==> src/rtl/jtag_pkg.sv <==
// Shared types and helpers for the JTAG data-register bank.
package jtag_pkg;

    localparam int unsigned DEFAULT_ID_WIDTH = 32;
    localparam int unsigned DEFAULT_BSR_LEN  = 8;

    localparam logic [31:0] IDCODE_DEFAULT   = 32'h1A2B_3C4D;
    localparam logic [31:0] USERCODE_DEFAULT = 32'h0000_00A1;

    // Data register currently placed between TDI and TDO
    typedef enum logic [1:0] {
        DR_BYPASS   = 2'd0,
        DR_IDCODE   = 2'd1,
        DR_USERCODE = 2'd2,
        DR_BSR      = 2'd3
    } dr_sel_e;

    // Decoded instruction lines to DR target; IDCODE beats USERCODE beats the
    // boundary instructions, everything else (CLAMP, HIGHZ, BYPASS, none) is BYPASS
    function automatic dr_sel_e dr_select(
        input logic idcode_sel,
        input logic usercode_sel,
        input logic sample_sel,
        input logic extest_sel,
        input logic intest_sel
    );
        dr_sel_e sel;
        sel = DR_BYPASS;
        if (idcode_sel) begin
            sel = DR_IDCODE;
        end else if (usercode_sel) begin
            sel = DR_USERCODE;
        end else if (sample_sel || extest_sel || intest_sel) begin
            sel = DR_BSR;
        end
        return sel;
    endfunction

endpackage

==> src/rtl/jtag_dr_shreg.sv <==
// Generic capture/shift data register; TDI enters the MSB, LSB exits first.
module jtag_dr_shreg
    import jtag_pkg::*;
#(
    parameter int unsigned       WIDTH           = 1,
    parameter logic [WIDTH-1:0]  CAPTURE_DEFAULT = '0
) (
    input  logic             TCK,
    input  logic             rst,
    input  logic             capture_en,
    input  logic             shift_en,
    input  logic [WIDTH-1:0] capture_data,
    input  logic             TDI,
    output logic [WIDTH-1:0] q
);

    logic [WIDTH-1:0] q_q;
    logic [WIDTH-1:0] q_d;

    // Capture has priority over shift; otherwise the register holds
    always_comb begin
        q_d = q_q;
        if (capture_en) begin
            q_d = capture_data;
        end else if (shift_en) begin
            q_d = (q_q >> 1) | (WIDTH'(TDI) << (WIDTH - 1));
        end
    end

    // Register state; reset restores the capture default
    always_ff @(posedge TCK) begin
        if (!rst) begin
            q_q <= CAPTURE_DEFAULT;
        end else begin
            q_q <= q_d;
        end
    end

    assign q = q_q;

endmodule

==> src/rtl/jtag_dr_bank.sv <==
// JTAG data-register bank: BYPASS, IDCODE, USERCODE and boundary scan,
// the boundary update latch, pin/core muxes and falling-edge TDO.
module jtag_dr_bank
    import jtag_pkg::*;
#(
    parameter int unsigned          BSR_LEN        = DEFAULT_BSR_LEN,
    parameter int unsigned          ID_WIDTH       = DEFAULT_ID_WIDTH,
    parameter logic [ID_WIDTH-1:0]  IDCODE_VALUE   = ID_WIDTH'(IDCODE_DEFAULT),
    parameter logic [ID_WIDTH-1:0]  USERCODE_VALUE = ID_WIDTH'(USERCODE_DEFAULT)
) (
    input  logic               TCK,
    input  logic               rst,
    input  logic               TDI,
    input  logic               CAPTUREDR,
    input  logic               SHIFTDR,
    input  logic               UPDATEDR,
    input  logic               BYPASS_SELECT,
    input  logic               SAMPLE_SELECT,
    input  logic               EXTEST_SELECT,
    input  logic               INTEST_SELECT,
    input  logic               CLAMP_SELECT,
    input  logic               IDCODE_SELECT,
    input  logic               USERCODE_SELECT,
    input  logic               HIGHZ_SELECT,
    input  logic [BSR_LEN-1:0] PIN_IN,
    input  logic [BSR_LEN-1:0] CORE_OUT,
    output logic [BSR_LEN-1:0] PIN_OUT,
    output logic               PIN_OE,
    output logic [BSR_LEN-1:0] CORE_IN,
    output logic [BSR_LEN-1:0] BSR_UPD,
    output logic               TDO
);

    // Parameter sanity; a bad configuration stops elaboration
    if (BSR_LEN < 1) begin : g_bad_bsr_len
        $error("jtag_dr_bank: BSR_LEN must be at least 1");
    end
    if (ID_WIDTH < 2) begin : g_bad_id_width
        $error("jtag_dr_bank: ID_WIDTH must be at least 2");
    end
    if (IDCODE_VALUE[0] != 1'b1) begin : g_bad_idcode
        $error("jtag_dr_bank: IDCODE_VALUE bit 0 must be 1");
    end

    dr_sel_e            sel_c;
    logic               shift_c;

    logic               bypass_cap_c;
    logic               bypass_shift_c;
    logic               idcode_cap_c;
    logic               idcode_shift_c;
    logic               usercode_cap_c;
    logic               usercode_shift_c;
    logic               bsr_cap_c;
    logic               bsr_shift_c;
    logic [BSR_LEN-1:0] bsr_cap_data_c;

    logic [0:0]          bypass_sr;
    logic [ID_WIDTH-1:0] idcode_sr;
    logic [ID_WIDTH-1:0] usercode_sr;
    logic [BSR_LEN-1:0]  bsr_sr;

    logic [BSR_LEN-1:0] bsr_upd_q;
    logic [BSR_LEN-1:0] bsr_upd_d;
    logic               tdo_q;
    logic               tdo_d;

    // Only the upper ID bits feed nothing but the serial chain; BYPASS_SELECT
    // is implied by the absence of any other DR-selecting instruction
    logic               dr_unused;
    assign dr_unused = ^{idcode_sr[ID_WIDTH-1:1], usercode_sr[ID_WIDTH-1:1], BYPASS_SELECT};

    // Decode the active DR and per-register capture/shift strobes
    always_comb begin
        sel_c            = dr_select(IDCODE_SELECT, USERCODE_SELECT,
                                     SAMPLE_SELECT, EXTEST_SELECT, INTEST_SELECT);
        shift_c          = SHIFTDR && !CAPTUREDR;
        bypass_cap_c     = CAPTUREDR && (sel_c == DR_BYPASS);
        bypass_shift_c   = shift_c   && (sel_c == DR_BYPASS);
        idcode_cap_c     = CAPTUREDR && (sel_c == DR_IDCODE);
        idcode_shift_c   = shift_c   && (sel_c == DR_IDCODE);
        usercode_cap_c   = CAPTUREDR && (sel_c == DR_USERCODE);
        usercode_shift_c = shift_c   && (sel_c == DR_USERCODE);
        bsr_cap_c        = CAPTUREDR && (sel_c == DR_BSR);
        bsr_shift_c      = shift_c   && (sel_c == DR_BSR);
        bsr_cap_data_c   = (SAMPLE_SELECT || EXTEST_SELECT) ? PIN_IN : CORE_OUT;
    end

    jtag_dr_shreg #(
        .WIDTH           (1),
        .CAPTURE_DEFAULT (1'b0)
    ) u_bypass (
        .TCK          (TCK),
        .rst          (rst),
        .capture_en   (bypass_cap_c),
        .shift_en     (bypass_shift_c),
        .capture_data (1'b0),
        .TDI          (TDI),
        .q            (bypass_sr)
    );

    jtag_dr_shreg #(
        .WIDTH           (ID_WIDTH),
        .CAPTURE_DEFAULT (IDCODE_VALUE)
    ) u_idcode (
        .TCK          (TCK),
        .rst          (rst),
        .capture_en   (idcode_cap_c),
        .shift_en     (idcode_shift_c),
        .capture_data (IDCODE_VALUE),
        .TDI          (TDI),
        .q            (idcode_sr)
    );

    jtag_dr_shreg #(
        .WIDTH           (ID_WIDTH),
        .CAPTURE_DEFAULT (USERCODE_VALUE)
    ) u_usercode (
        .TCK          (TCK),
        .rst          (rst),
        .capture_en   (usercode_cap_c),
        .shift_en     (usercode_shift_c),
        .capture_data (USERCODE_VALUE),
        .TDI          (TDI),
        .q            (usercode_sr)
    );

    jtag_dr_shreg #(
        .WIDTH           (BSR_LEN),
        .CAPTURE_DEFAULT ('0)
    ) u_bsr (
        .TCK          (TCK),
        .rst          (rst),
        .capture_en   (bsr_cap_c),
        .shift_en     (bsr_shift_c),
        .capture_data (bsr_cap_data_c),
        .TDI          (TDI),
        .q            (bsr_sr)
    );

    // Boundary update latch: loads only on Update-DR with the BSR selected
    always_comb begin
        bsr_upd_d = bsr_upd_q;
        if (UPDATEDR && (sel_c == DR_BSR)) begin
            bsr_upd_d = bsr_sr;
        end
    end

    // Update latch state
    always_ff @(posedge TCK) begin
        if (!rst) begin
            bsr_upd_q <= '0;
        end else begin
            bsr_upd_q <= bsr_upd_d;
        end
    end

    // Serial output source: LSB of the selected register
    always_comb begin
        tdo_d = bypass_sr[0];
        case (sel_c)
            DR_IDCODE:   tdo_d = idcode_sr[0];
            DR_USERCODE: tdo_d = usercode_sr[0];
            DR_BSR:      tdo_d = bsr_sr[0];
            default:     tdo_d = bypass_sr[0];
        endcase
    end

    // TDO launches on the falling edge so the host samples a stable bit
    always_ff @(negedge TCK) begin
        if (!rst) begin
            tdo_q <= 1'b0;
        end else begin
            tdo_q <= tdo_d;
        end
    end

    // Pin/core boundary muxes
    assign PIN_OUT = (EXTEST_SELECT || CLAMP_SELECT) ? bsr_upd_q : CORE_OUT;
    assign CORE_IN = INTEST_SELECT ? bsr_upd_q : PIN_IN;
    assign PIN_OE  = ~HIGHZ_SELECT;
    assign BSR_UPD = bsr_upd_q;
    assign TDO     = tdo_q;

endmodule

==> config.mk <==
export PLATFORM = sky130hd
export DESIGN_NAME = jtag_dr_bank
export DESIGN_NICKNAME = d
export VERILOG_FILES = /design/src/rtl/jtag_pkg.sv /design/src/rtl/jtag_dr_shreg.sv /design/src/rtl/jtag_dr_bank.sv
export SDC_FILE = /design/constraint.sdc
export NUM_CORES = 1
export LEC_CHECK = 0
export CAP_MARGIN = 30
export CORE_ASPECT_RATIO = 1.75
export CORE_MARGIN = 2
export CORE_UTILIZATION = 32
export DETAILED_ROUTE_END_ITERATION = 7
export GPL_TIMING_DRIVEN = 0
export MAX_ROUTING_LAYER = met4
export PLACE_DENSITY_LB_ADDON = 0.25
export SETUP_SLACK_MARGIN = 0.15
export SLEW_MARGIN = 20
export SYNTH_ARGS = -nofsm -noshare
export SYNTH_HDL_FRONTEND = slang
export SYNTH_SLANG_ARGS = --single-unit
==> constraint.sdc <==
create_clock -name TCK -period 1.2 [get_ports TCK]
set_input_delay 0.24 -clock TCK [delete_from_list [all_inputs] [get_ports TCK]]
set_output_delay 0.24 -clock TCK [all_outputs]
set_load 0.02 [all_outputs]
# --- Yosys cells after proc, flatten, opt, wreduce, memory -nomap -nowiden ---
# Cells that the tools add are included.
# Widths: inputs -> output; s select.
word_totals:
  in_bits: 30
  ff_bits: 82
op_classes:
  bitwise_logic: 5
  n_eq_ne: 3
  n_reduce_logical: 19
  n_mux: 9
op_table:
  columns: ["cell", "count"]
  rows:
  - ["$or 31x32->32", 2]
  - ["$mux 8", 5]
  - ["$logic_and 1x1->1", 10]
  - ["$or 7x8->8", 1]
  - ["$mux 2", 3]
  - ["$reduce_or 2->1", 3]
  - ["$eq 2x2->1 const B", 2]
  - ["$logic_or 1x1->1", 3]
  - ["$pmux 1 s3", 1]
  - ["$eq 2x1->1 const B", 1]
  - ["$logic_not 2->1", 1]
  - ["$not 1->1", 2]
  - ["$reduce_bool 2->1", 1]
  - ["$logic_not 1->1", 1]

# --- Longest topological paths before layout ---
# Gate-level depths: netlist (run 1).
depth:
  depth_word: 9
  mapped_depth: 6
  mapped_depth_nobuf: 3

# --- Hierarchy ---
# Synthesis (run 1) repeated with hierarchy kept, for this count alone.
unflattened:
  hier_cells: 410
  hier_area_um2: 4610.7
modules_own_cells:
  columns: ["mod", "area_per_inst_um2", "instances", "cells_each", "seq_area_each_um2"]
  rows:
  - ["jtag_dr_shreg at u_usercode", 1742.9, 1, 142, 640.6]
  - ["jtag_dr_shreg at u_idcode", 1622.8, 1, 142, 640.6]
  - ["jtag_dr_bank", 757.0, 1, 87, 180.2]
  - ["jtag_dr_shreg at u_bsr", 440.4, 1, 35, 160.2]
  - ["jtag_dr_shreg at u_bypass", 47.5, 1, 4, 20.0]

==> results of run 1 <==
==> routing by layer <==
layer	wire, um	up-vias	global-route usage
met4	223	0	0.0719
met5	0	-	-
li1	-	1566	-
met2	4770	47	0.274
met1	3690	1497	0.185
met3	203	21	0.0335
==> Yosys cell counts, types with 2 or more instances <==
master    count  area [um^2]
buf_4         4         30.0
nand3b_1      2         15.0
o221a_2       3         33.8
o22ai_1       5         31.3
clkbuf_1      9         33.8
a21oi_1      49          245
nand3_1      16         80.1
buf_2        15         75.1
a32oi_1       3         26.3
and3b_1       2         17.5
and2_1        5         31.3
dfxtp_1      82         1640
mux2i_1       8         80.1
mux2_2       16          180
nand4_1       5         31.3
a221oi_1      5         43.8
o211a_1       5         50.1
buf_6         2         22.5
inv_1         6         22.5
o21ai_0       3         15.0
nor2_1        3         11.3
or3b_2        2         17.5
nand2_1     148          556
==> what timing repair did <==
action / CTS / global route
gates resized for setup: 244 / 57
setup endpoints to repair: 108 / 102
pin swaps: 13 / 11
gates cloned: 4 / 1
setup buffers: 15 / 4
==> flip-flops by register name, indices dropped and copies added (netlist names) <==
| name | cells |
|---|---|
| u_idcode.q | 32 |
| u_usercode.q | 32 |
| BSR_UPD | 8 |
| u_bsr.q | 8 |
| TDO | 1 |
| u_bypass.q | 1 |
==> cell usage in the layout, fill, tap and decap left out, types with 3 or more instances in the layout <==
cell               n
nand2_1          143
dfxtp_1           72
buf_6             47
a21oi_1           30
a21oi_2           18
mux2_4            15
nand3_1           15
buf_4             14
clkbuf_16         10
dlygate4sd2_1     10
clkdlybuf4s50_1    9
mux2i_1            8
dfxtp_4            6
inv_1              6
buf_2              5
buf_8              5
nand4_1            5
and2_1             5
o211a_1            5
o22ai_1            5
dfxtp_2            4
nand2_2            4
clkbuf_2           4
buf_12             3
clkbuf_4           3
a221oi_2           3
or3b_4             3
o21ai_0            3
o221a_2            3
bufinv_16          3
==> per-stage QoR <==
| step | setup WS (ns) | std cells | setup TNS [ns] | cell area, um^2 |
|---|---|---|---|---|
| after detailed placement | -1.24 | 589 | -62.05 | 4210 |
| after global routing | -0.487 | 629 | -3.59 | 5140 |
| after CTS | -0.480 | 624 | -3.15 | 4900 |
| after global placement | -1.24 | 589 | -60.17 | 4210 |
| after floorplan | -0.418 | 410 | -0.525 | 3530 |
| final | -0.467 | 629 | -3.20 | 5140 |
==> worst paths after layout <==
kind                                                   start                     endpoint  slack [ns]  cells past startpoint
worst max-delay path                          TDO$_SDFF_NN0_                          TDO       -0.47                      1
worst min-delay path                           SAMPLE_SELECT      u_bypass.q$_SDFFE_PP0P_        0.26                      4
worst max register to register  u_usercode.q[0]$_SDFFE_PP1P_               TDO$_SDFF_NN0_       -0.21                      3
worst min register to register   u_idcode.q[30]$_SDFFE_PP0P_  u_idcode.q[29]$_SDFFE_PP0P_        0.45                      2
==> area by class of cell <==
class / count / area (um^2)
Fill cell: 953 / 5160
Multi-Input combinational cell: 292 / 1830
Sequential cell: 82 / 1670
Timing Repair Buffer: 76 / 802
Buffer: 30 / 313
Clock buffer: 9 / 225
Tap cell: 127 / 159
Clock inverter: 8 / 120
Inverter: 5 / 18.8
==> cells by family after synthesis <==
family                 after synthesis
DFF                                 82
and+or+nand+nor                    193
AOI/OAI and AO/OA                   75
buffers and inverters               36
muxes                               24
==> worst register-to-register path: stages, from the launching register on <==
cell and delay, ns:
dfxtp_2 0.31, and3b_1 0.18, a21oi_2 0.12, o221ai_2 0.11
==> power by group through the flow <==
stage / registers (mW) / logic, mW / clock network (mW)
floorplan: 2.87 / 0.388 / 0.0103
global placement: 2.87 / 0.648 / 0.0103
detailed placement: 2.87 / 0.652 / 0.0103
CTS: 2.81 / 0.763 / 3.19
global route: 2.80 / 0.868 / 3.32
finish: 2.80 / 0.811 / 3.14
==> flow_summary.toml, run 1 <==
[status]
outcome = "finished with violations"
failed_checks = "negative setup slack"

[final_layout]
fin_util = 0.499
final_nets = 527
drive_gt1_frac = 0.347
antenna_cells = 0
area_growth_syn_to_layout_pct = 50.9

[sta]
skew_ns = 0.0507
worst_pin_slew_ns = 0.518
final_hold_viol_count = 0
slew_headroom = 0.655
layout_setup_ws_ns = -0.467
final-setup-viol-count = 18
whs_ns = 0.258
grt_setup_unrepaired = "yes"
slew_viol_final = 0

[yosys]
synth_edf_count = 0
synth_flop_cell = "dfxtp_1"
synth_warnings = 0
yosys.area_share.simple = 0.251
muxShareOfSynthArea = 0.0765
synth_cell_types = 35
syn_inst = 410
synth_compound_area_frac = 0.136
synthesis.area_um2 = 3400
synth_top_family_by_area = "simple AND/OR/NAND/NOR gates"
ys_async_sr_fraction = 0
ys_seq_area_frac = 0.482
syn-num-nets = 440
ys_seq_elements = 82
avgSynthCellArea_um2 = 8.30
synth_xor_area_frac = 0
synth_fa_ha_area_frac = 0

[placed_design]
hpwl_um = 6090
routabilityCongestion = 0.765
port_buffers = 52

[clock_network]
root_buffer = "clkbuf_16"
clkTransAtPathRegs_ns = 0.06
cts_buffer_depth = 2
cts.htree.levels = 3
insertion_delay_ns = 0.38
clock_sinks = 82
cts_buffers = 9
cts_tree = "yes"
holdBufCountCts = 0

[global_routing]
globalRouteOverflowTotal = 0
antenna_found_initial = 0
grt_usage = 0.164
grt_pass1_vias = 3049
grt_max_degree = 15
grt_pass1_wl_um = 14500

[floorplanning]
die_height_um = 140
ios = 56
core_area_um2 = 10300
dieArea_um2 = 11500
num_rows = 49
die_w_um = 82.0
start_util = 0.330

[min_path]
min_path_type = "in -> reg"

[drt]
drtIter0Drc = 129
via_per_inst = 4.98
first_pass_iters = 4
finalWirelength_um = 8890
via_count = 3131
routedWlPerCell_um = 14.1
drcViolationCount = 0
drtAntennaViolNets = 0

[power]
sequentialPowerShare = 0.414
ir_drop_uv = 925
p_per_area_nw_per_um2 = 1320
p_int_mw = 5.22
total_power_mw = 6.75
pwr-share-clk = 0.465
leakagePower_nw = 2.11
p_sw_frac = 0.227
combPwrFrac = 0.120
p_switching_mw = 1.53

[critical_path]
crit_chain = "buf_6"
end_kind = "primary output"
critical_path_buf_inv_count = 1
slowest_delay_ns = 0.33
path_class = "reg -> out"
cp.arrival_ns = 1.43
slowest_stage = "dfxtp_4"
worst-path-max-fanout = 1
worstPathRequired_ns = 0.96
startpoint_type = "register"
cpLargestDelayFamily = "flip-flops"

[run]
max-cap-violations = 0
Note: power is estimated with default switching activity, not from simulation.
==> run 2, diff against run 1 <==
--- a/config.mk
+++ b/config.mk
@@ -7,7 +7,6 @@
 export LEC_CHECK = 0
 export CAP_MARGIN = 30
 export CORE_ASPECT_RATIO = 1.75
-export CORE_MARGIN = 2
 export CORE_UTILIZATION = 32
 export DETAILED_ROUTE_END_ITERATION = 7
 export GPL_TIMING_DRIVEN = 0
@@ -17,4 +16,5 @@
 export SLEW_MARGIN = 20
 export SYNTH_ARGS = -nofsm -noshare
 export SYNTH_HDL_FRONTEND = slang
+export SYNTH_HIERARCHICAL = 1
 export SYNTH_SLANG_ARGS = --single-unit
==> run 2 against run 1 <==
  * Clock power down 12%
  * Utilization decreased by 2.8 points
  * Hold slack worse by 0.018 ns
  * Synthesized cell count unchanged
  * First-iteration DRC count shrank 33%
  * Sequential share of layout area shrank 7.0 points
  * The run still ends with negative setup slack left
  * Critical path depth is the same
  * Clock skew grew 0.0076 ns
  * Highest routed layer unchanged
  * Combinational power is 50% higher
==> flow_summary.toml, run 2 <==
[yosys]
synth_edf_count = 0
synth_warnings = 6
synth.largest_area_cell = "dfxtp_1"
synth_commonest_cells = "dfxtp_1 (82), o211a_1 (55), mux2_4 (49)"
yosysMostFrequentCell = "dfxtp_1"
ys_seq_elements = 82
ys_seq_area_frac = 0.356
synthesis.area_um2 = 4610
syn_inst = 410
avgSynthCellArea_um2 = 11.2
synth_flop_cell = "dfxtp_1"
synth_top_area_frac = 0.356
yosys-top-cells-area = "dfxtp_1 (36%), mux2_4 (16%), o211a_1 (12%), mux2_2 (7.1%), mux2i_1 (5.6%)"
synth_cell_types = 29
ys_async_sr_fraction = 0

[floorplanning]
start_util = 0.330
ios = 56
dieArea_um2 = 14900
num_rows = 57
core_area_um2 = 14000
die_height_um = 161
die_w_um = 92.7

[sta]
skew_ns = 0.0583
slew_viol_final = 0
worst_pin_slew_ns = 0.516
layout_setup_ws_ns = -0.479
final-setup-viol-count = 62
slew_headroom = 0.656
final_hold_viol_count = 0
grt_setup_unrepaired = "yes"
fin_tns_setup_ns = -4.19

[final_layout]
layout_commonest_cell = "mux2_4"
fin_util = 0.471
antenna_cells = 0
finalInstanceArea_um2 = 6580
final_nets = 589
drive_gt1_frac = 0.363
layout.cells.non_filler = 741
final_cell_mix = "mux2_4 (71), dfxtp_1 (70), conb_1 (65), o211a_1 (55), buf_6 (37)"
area_growth_syn_to_layout_pct = 42.7

[clock_network]
holdBufCountCts = 0
clkTransAtPathRegs_ns = 0.07
cts_buffers = 9
cts.htree.levels = 3
cts_buffer_depth = 2
root_buffer = "clkbuf_16"
clock_sinks = 82
cts_tree = "yes"
insertion_delay_ns = 0.39

[min_path]
min_to = "u_bypass/q$_SDFFE_PN0P_"
holdPathStages = 2
hp-start = "rst"
min_path_type = "in -> reg"

[drt]
detailroute.wirelength.met3_um = 191
via_per_inst = 4.59
top_layer = "met4"
wl_met2_um = 6370
finalWirelength_um = 10900
first_pass_iters = 5
routedWlPerCell_um = 14.7
m1WireLength_um = 4140
via_count = 3404
drtAntennaViolNets = 0
drtIter0Drc = 87
drcViolationCount = 0

[critical_path]
end_kind = "primary output"
path_class = "reg -> out"
critical_path_buf_inv_count = 1
startpoint_type = "register"
r2r_cells = 2
worst-path-max-fanout = 1
slowest_delay_ns = 0.33
slowest_stage = "dfxtp_4"
reg2reg_to = "TDO$_SDFF_NN0_"
r2r_slack_ns = -0.06
crit_chain = "buf_6"
cp.arrival_ns = 1.44
worstPathRequired_ns = 0.96
cpLargestDelayFamily = "flip-flops"
rr_startpoint = "u_idcode/q[0]$_SDFFE_PN1P_"

[power]
leakagePower_nw = 3.35
p_per_area_nw_per_um2 = 1060
total_power_mw = 6.96
ir_drop_uv = 868

[global_routing]
globalRouteOverflowTotal = 0
grt_pass1_wl_um = 17700
grt_pass1_vias = 3553
antenna_found_initial = 0
grt_usage = 0.156
grt_max_degree = 16

[status]
outcome = "finished with violations"
failed_checks = "negative setup slack"

[placed_design]
place_inst = 703
routabilityCongestion = 0.761
dpl_cell_area_um2 = 5690
hpwl_um = 7470
port_buffers = 53

[run]
max-cap-violations = 0
-- run 2: changes by cell type in the layout (fill, tap and decap cells not counted), moves of 17 or more --
| cell | change |
|---|---|
| a21oi_2 | -18 |
| conb_1 | +65 |
| mux2_4 | +56 |
| mux2i_1 | +17 |
| nand2_1 | -123 |
| nand2b_1 | +34 |
| o211a_1 | +50 |
| or2b_1 | +21 |
-- run 2: report_power, final --
| group | switching [mW] | leakage (nW) | total, mW | internal (mW) |
|---|---|---|---|---|
| Sequential | 0.0970 | 0.680 | 2.97 | 2.87 |
| Combinational | 0.490 | 2.51 | 1.22 | 0.731 |
| Clock | 1.22 | 0.155 | 2.77 | 1.56 |
| Total | 1.80 | 3.35 | 6.96 | 5.16 |
-- run 2: repair_timing --
| item | in CTS | in global routing |
|---|---|---|
| endpoints found under the setup margin | 108 | 97 |
| pin swaps | 12 | 6 |
| buffers inserted | 13 | 4 |
| gates cloned | 5 | 0 |
| resized for setup | 236 | 47 |
-- run 2: worst max-delay path by stage --
stage	start	endpoint	slack, ns	cells past startpoint
2_1_floorplan	INTEST_SELECT	u_bypass/q$_SDFFE_PN0P_	-0.35	5
3_3_place_gp	rst	TDO$_SDFF_NN0_	-1.44	4
3_5_place_dp	rst	TDO$_SDFF_NN0_	-1.38	4
4_1_cts	TDO$_SDFF_NN0_	TDO	-0.49	1
5_1_grt	TDO$_SDFF_NN0_	TDO	-0.50	1
6_report	TDO$_SDFF_NN0_	TDO	-0.48	1
-- run 2: layout make-up --
type	instances	area, um^2
fillers	1360	7400
multi-input cells	355	3130
flip-flops and latches	82	1680
repair buffers	75	932
plain buffers	33	307
clock buffers	10	250
well taps	177	221
clock inverters	7	51.3
inverters	2	7.51
-- run 2: metrics by stage --
step	hold WS, ns	worst slack (ns)
floorplan	0.373	-0.354
global placement	0.474	-1.44
detailed placement	0.481	-1.38
CTS	0.234	-0.494
global route	0.248	-0.497
finish	0.240	-0.479
-- run 2: kinds of logic after synthesis --
kind of cell	count (synthesis)	synth area share
multiplexers	105	0.289
other	2	0.00163
AO/OA/AOI/OAI	75	0.143
buffers and inverters	36	0.0586
flip-flops	82	0.356
AND/OR/NAND/NOR	110	0.151
-- run 2: layer usage --
metal | vias to the layer above | track usage
met3 | 15 | 0.0270
met2 | 35 | 0.302
li1 | 1713 | -
met5 | - | -
met4 | 0 | 0.0608
met1 | 1641 | 0.148
